===== config.mk =====
export PLATFORM = sky130hd
export DESIGN_NAME = dmem_ctrl
export DESIGN_NICKNAME = d
export VERILOG_FILES = /design/src/rtl/dmem_ctrl.sv
export SDC_FILE = /design/constraint.sdc
export NUM_CORES = 2
export LEC_CHECK = 0
export CORE_MARGIN = 5
export CORE_UTILIZATION = 30
export DETAILED_ROUTE_END_ITERATION = 8
export PLACE_DENSITY = 0.49
export SYNTH_ARGS = -nofsm -noshare
export SYNTH_HDL_FRONTEND = slang
export SYNTH_SLANG_ARGS = --single-unit

===== constraint.sdc =====
create_clock -name clk -period 6.8 [get_ports clk]
set_clock_uncertainty 0.15 [all_clocks]
set_input_delay 2.04 -clock clk [delete_from_list [all_inputs] [get_ports clk]]
set_output_delay 2.04 -clock clk [all_outputs]
set_load 0.01 [all_outputs]

===== src/rtl/dmem_ctrl.sv =====
// Data-memory controller: byte/half/word loads and stores over a single-port word RAM,
// with a post-reset zero-clear sweep. Define DMEM_BOUNDS_CHECK_EN to fault addresses >= DEPTH*4.
module dmem_ctrl #(
    parameter  int DEPTH  = 64,
    localparam int ADDR_W = $clog2(DEPTH)
) (
    input  logic        clk,
    input  logic        rst_n,
    input  logic        req_valid,
    output logic        req_ready,
    input  logic        req_we,
    input  logic [1:0]  req_size,
    input  logic        req_unsigned,
    input  logic [31:0] req_addr,
    input  logic [31:0] req_wdata,
    output logic        rsp_valid,
    output logic [31:0] rsp_rdata,
    output logic        rsp_fault,
    output logic        init_done,
    output logic        dbg_state
);

    localparam logic [0:0] ST_INIT = 1'b0;
    localparam logic [0:0] ST_RUN  = 1'b1;

    // Handshake: a request is taken on a rising edge where req_valid && req_ready;
    // exactly one rsp_valid pulse follows in the next cycle, with no backpressure.

    logic [0:0]        state_q, state_d;
    logic [ADDR_W-1:0] ptr_q, ptr_d;
    logic              done_q, done_d;

    logic [31:0]       mem [DEPTH];
    logic [31:0]       rd_word_q;

    logic              rsp_valid_q;
    logic              rsp_fault_q;
    logic              load_ok_q;
    logic [1:0]        lane_q;
    logic [1:0]        size_q;
    logic              uns_q;

    logic              accept;
    logic [ADDR_W-1:0] idx;
    logic [1:0]        lane;
    logic              misalign;
    logic              oob;
    logic              fault;
    logic [3:0]        req_be;
    logic [31:0]       req_wrep;

    logic              wr_en;
    logic [ADDR_W-1:0] wr_idx;
    logic [3:0]        wr_be;
    logic [31:0]       wr_data;

    assign accept = req_valid && (state_q == ST_RUN);
    assign idx    = req_addr[ADDR_W+1:2];
    assign lane   = req_addr[1:0];

    assign misalign = (req_size == 2'b11)
                   || (req_size == 2'b01 && lane[0])
                   || (req_size == 2'b10 && lane != 2'b00);

`ifdef DMEM_BOUNDS_CHECK_EN
    assign oob = |req_addr[31:ADDR_W+2];
`else
    logic unused_addr_hi;
    assign unused_addr_hi = ^req_addr[31:ADDR_W+2];
    assign oob = 1'b0;
`endif

    assign fault = misalign || oob;

    always_comb begin
        req_be   = 4'b0000;
        req_wrep = req_wdata;
        case (req_size)
            2'b00: begin
                req_be         = 4'b0000;
                req_be[lane]   = 1'b1;
                req_wrep       = {4{req_wdata[7:0]}};
            end
            2'b01: begin
                req_be   = lane[1] ? 4'b1100 : 4'b0011;
                req_wrep = {2{req_wdata[15:0]}};
            end
            2'b10:   req_be = 4'b1111;
            default: req_be = 4'b0000;
        endcase
    end

    // The sweep owns the RAM port during INIT; requests cannot be accepted then.
    always_comb begin
        if (state_q == ST_INIT) begin
            wr_en   = 1'b1;
            wr_idx  = ptr_q;
            wr_be   = 4'b1111;
            wr_data = 32'h0;
        end else begin
            wr_en   = accept && req_we && !fault;
            wr_idx  = idx;
            wr_be   = req_be;
            wr_data = req_wrep;
        end
    end

    always_comb begin
        state_d = state_q;
        ptr_d   = ptr_q;
        done_d  = done_q;
        if (state_q == ST_INIT) begin
            ptr_d = ptr_q + 1'b1;
            if (ptr_q == ADDR_W'(DEPTH - 1)) begin
                state_d = ST_RUN;
                done_d  = 1'b1;
            end
        end
    end

    always_ff @(posedge clk or negedge rst_n) begin
        if (!rst_n) begin
            state_q <= ST_INIT;
            ptr_q   <= '0;
            done_q  <= 1'b0;
        end else begin
            state_q <= state_d;
            ptr_q   <= ptr_d;
            done_q  <= done_d;
        end
    end

    always_ff @(posedge clk) begin
        if (wr_en) begin
            for (int b = 0; b < 4; b++) begin
                if (wr_be[b]) mem[wr_idx][8*b +: 8] <= wr_data[8*b +: 8];
            end
        end
        if (accept && !req_we) rd_word_q <= mem[idx];
    end

    always_ff @(posedge clk or negedge rst_n) begin
        if (!rst_n) begin
            rsp_valid_q <= 1'b0;
            rsp_fault_q <= 1'b0;
            load_ok_q   <= 1'b0;
            lane_q      <= 2'b00;
            size_q      <= 2'b00;
            uns_q       <= 1'b0;
        end else begin
            rsp_valid_q <= accept;
            if (accept) begin
                rsp_fault_q <= fault;
                load_ok_q   <= !req_we && !fault;
                lane_q      <= lane;
                size_q      <= req_size;
                uns_q       <= req_unsigned;
            end
        end
    end

    // Extraction runs on the registered word; lane/size regs only change on accept,
    // so rsp_rdata holds its value between pulses.
    logic [31:0] byte_shifted;
    logic [31:0] half_shifted;
    logic [31:0] load_val;

    assign byte_shifted = rd_word_q >> {lane_q, 3'b000};
    assign half_shifted = rd_word_q >> {lane_q[1], 4'b0000};

    always_comb begin
        case (size_q)
            2'b00:   load_val = {{24{!uns_q && byte_shifted[7]}}, byte_shifted[7:0]};
            2'b01:   load_val = {{16{!uns_q && half_shifted[15]}}, half_shifted[15:0]};
            default: load_val = rd_word_q;
        endcase
    end

    assign req_ready = (state_q == ST_RUN);
    assign init_done = done_q;
    assign rsp_valid = rsp_valid_q;
    assign rsp_fault = rsp_fault_q;
    assign rsp_rdata = load_ok_q ? load_val : 32'h0;
    assign dbg_state = state_q;

endmodule


==> results by group <==
Status
  • Result of the run: completed

Floorplanning
  • Vertical extent of the die: around 530 µm
  • Initial standard-cell utilization of the core: 0.301
  • Die outline width: roughly 530 µm
  • Die area: 0.283 mm²
  • I/O pin count: between 100 and 150
  • Core box area: between 0.2 and 0.3 mm²
  • Number of rows in the core area: 191

Clock tree
  • Number of levels in the clock H-tree: 4
  • TritonCTS Sinks: 2,096
  • TritonCTS clock tree: done
  • Clock buffer count from CTS: 210
  • Clock buffer depth: 3
  • Clock latency of the later-clocked register in the worst-skew pair: 850 ps
  • PostCTS Resize Cnt: 0
  • Reg clk slew, reported paths: 60 ps
  • Buffer count from post-CTS setup fixing: 0
  • Number of buffers inserted for hold repair after clock tree synthesis: 0
  • CTS root buf: sky130_fd_sc_hd__clkbuf_16

Detailed routing
  • Starting DRT DRC Count: approximately 4.5k
  • DRC violations left: 0
  • Detailed-route via count: just over 40k
  • Count of nets left with antenna violations after detail routing: 0
  • Vias/cell: just over 5
  • Avg WL per Cell: around 31 µm
  • Total detailed-routing wirelength: between 200,000 and 300,000 µm
  • Router iterations before antenna repair: 6

Placed design
  • Worst slack at placement: 913 ps
  • Post-DP Area: approximately 0.088 mm²
  • Half-perimeter wire length after detailed placement: between 150,000 and 200,000 µm
  • RePlAce Congestion: between 0.8 and 0.9
  • Port buffer count: 83

Setup path
  • Number of cells on the worst reg-to-reg path: 7
  • Most frequent CP cell: sky130_fd_sc_hd__a21oi_1
  • Reg-to-reg startpoint: dbg_state$_DFF_PN0_
  • CP max stage delay: roughly 650 ps
  • Arrival time worst endpoint: a little under 4000 ps
  • Critical Path Start: lane_q[1]$_DFFE_PN0N_
  • Number of cells on the critical path: 6
  • Cell family with the largest share of critical-path delay: simple AND/OR/NAND/NOR gates
  • Cell with the biggest individual delay on the critical path: sky130_fd_sc_hd__dfrtp_1
  • Maximum fanout encountered on the critical timing path: 16
  • WP data required: between 4000 and 5000 ps
  • List of cells traversed by the critical path: mux4_2 > a21oi_1 > nand2_1 > nand3_1 > a21oi_1 > clkdlybuf4s50_1
  • Crit path buf inv count: 1
  • Kind of end point of the critical path: output port
  • Critical Setup Path Class: reg2out
  • Critical Path Source Type: flop

Pwr
  • Peak VDD IR: between 0.0002 and 0.0003 V
  • Power after layout: between 20 and 30 mW
  • Power density over cell area: approximately 270 mW/mm²
  • Lkg Pwr: between 20 and 30 nW

Global route
  • Via count of the first global-routing pass: ~42k
  • Largest net degree at the start of global routing: 94
  • Total gr overflow: 0
  • First-pass GRT wire length: between 300,000 and 400,000 µm
  • All-Layer GR Usage: 0.173
  • Number of antenna violations at the first check in global routing: 18

STA
  • Hold WS: 356 ps
  • Fin crit share: 0.900
  • Worst slew slack as a fraction of its limit: 0.135
  • Setup TNS Final: 0 ps
  • Fin. Hold Viols: 0
  • Slew at the pin with the worst max-slew slack: around 1300 ps
  • Minimum clock period: between 6000 and 7000 ps
  • Final setup slack of the worst path: between 600 and 700 ps
  • Setup violation total in the final timing report: 0
  • Maximum frequency from static timing analysis: 163 MHz
  • Max Transition Viols Final: 0
  • Setup repair after global routing missed its margin: false

Hold path
  • Min-Delay Path Depth: 1
  • Worst hold path class: reg2reg
  • Startpoint of the most critical hold path: rsp_fault$_DFFE_PN0N_

Synth
  • Cell with the most instances after synthesis: sky130_fd_sc_hd__edfxtp_1
  • Share of the yosys chip area belonging to registers: 0.770
  • Post-synthesis instance total: 3,981
  • Ys Warns: 0
  • Post-synth EDFFs: 2,080
  • Post-synthesis register bit count: ~2.1k
  • Fraction of synthesis flops using an asynchronous set or reset pin: 0.00763
  • Netlist area before placement: approximately 0.08 mm²
  • Post-Synthesis Net Count: around 4.1k
  • Largest cells by area after synthesis: sky130_fd_sc_hd__edfxtp_1 76%, sky130_fd_sc_hd__mux4_2 13%, sky130_fd_sc_hd__mux2i_1 1.4%
  • Library cell with the largest summed area after synthesis: sky130_fd_sc_hd__edfxtp_1
  • Post-synthesis cell type count: 54
  • Most instantiated flip-flop cell in the synthesis netlist: sky130_fd_sc_hd__edfxtp_1
  • Yosys top cell area share: 0.765
  • Syn_area_per_cell: between 20 and 25 µm²
  • Commonest cells in the synthesized netlist: 2,080 x sky130_fd_sc_hd__edfxtp_1, 473 x sky130_fd_sc_hd__mux4_2, 285 x sky130_fd_sc_hd__nor2_1

Final layout
  • Signed area change from the synthesized netlist to the final layout: 16.0%
  • Number of nets in the layout: 4,359
  • Design Area, Final: approximately 0.095 mm²
  • Fraction of final layout cells with drive strength greater than 1: 0.246

Run
  • Count of max-cap constraint violations: 0
[path summary, 6_finish.rpt]
path                            slack (ps)               endpoint
worst max-delay path                   680          rsp_rdata[21]
worst max register to register        2680  mem[30][13]$_DFFE_PP_
min in group asynchronous             1470    rsp_valid$_DFF_PN0_
max in group asynchronous             4640    dbg_state$_DFF_PN0_
worst min-delay path                   360  rsp_fault$_DFFE_PN0N_
worst min register to register         360  rsp_fault$_DFFE_PN0N_
[layout by cell type, fill, tap and decap left out, types with 62 or more instances in the layout]
master                            synthesis  routed
sky130_fd_sc_hd__edfxtp_1              2080    2080
sky130_fd_sc_hd__mux4_2                 473     473
sky130_fd_sc_hd__nor2_1                 285     279
sky130_fd_sc_hd__buf_4                   15     218
sky130_fd_sc_hd__clkbuf_16                0     213
sky130_fd_sc_hd__nand2_1                149     143
sky130_fd_sc_hd__a22oi_1                142     142
sky130_fd_sc_hd__mux2i_1                117     117
sky130_fd_sc_hd__a21oi_1                 99      99
sky130_fd_sc_hd__o22ai_1                 82      82
sky130_fd_sc_hd__clkdlybuf4s50_1          0      78
sky130_fd_sc_hd__clkbuf_1               117      62
[registers in the layout (all words and copies together) (netlist names)]
register,count
mem,2048
uns_q,1
dbg_state,1
rsp_fault,1
lane_q,2
rd_word_q,32
load_ok_q,1
init_done,1
ptr_q,6
size_q,2
rsp_valid,1
[power breakdown]
group          leakage [nW]  switching [mW]  internal [mW]
clock                  3.20            4.92           6.29
sequential             14.7               0           14.0
combinational          7.25           0.515          0.264
[stage by stage]
stage / util / cells
2_1_floorplan: - / 3981
3_3_place_gp: 0.325 / 7645
3_5_place_dp: 0.325 / 7645
4_1_cts: 0.349 / 8041
5_1_grt: 0.349 / 8043
6_report: 0.349 / 8050
[area by class of cell]
| class | instances | area [µm²] |
|---|---|---|
| Fill cell | 25400 | 176000 |
| Sequential cell | 2096 | 62900 |
| Multi-Input combinational cell | 1631 | 17800 |
| Clock buffer | 282 | 5660 |
| Tap cell | 3570 | 4470 |
| Timing Repair Buffer | 325 | 2950 |
| Clock inverter | 114 | 903 |
| Inverter | 23 | 86.3 |
| Antenna cell | 9 | 22.5 |
[kinds of logic after synthesis]
kind of cell,count (synthesis),share of synthesized area
flops,2096,0.770
buf+inv,254,0.0159
compound gates,434,0.0351
xor+xnor,5,0.000536
mux,610,0.148
fa+ha+maj,1,0.000153
simple gates,581,0.0309
[per-layer routing]
layer / share of wire / global-route usage / up-vias / routed length, µm
li1: - / - / 17100 / -
met1: 0.41 / 0.231 / 22400 / 104000
met4: 0.037 / 0.0603 / 14 / 9180
met2: 0.48 / 0.285 / 1472 / 122000
met5: 0.00082 / 0.00354 / - / 207
met3: 0.064 / 0.0321 / 363 / 16000
(Power assumes the default switching activity.)
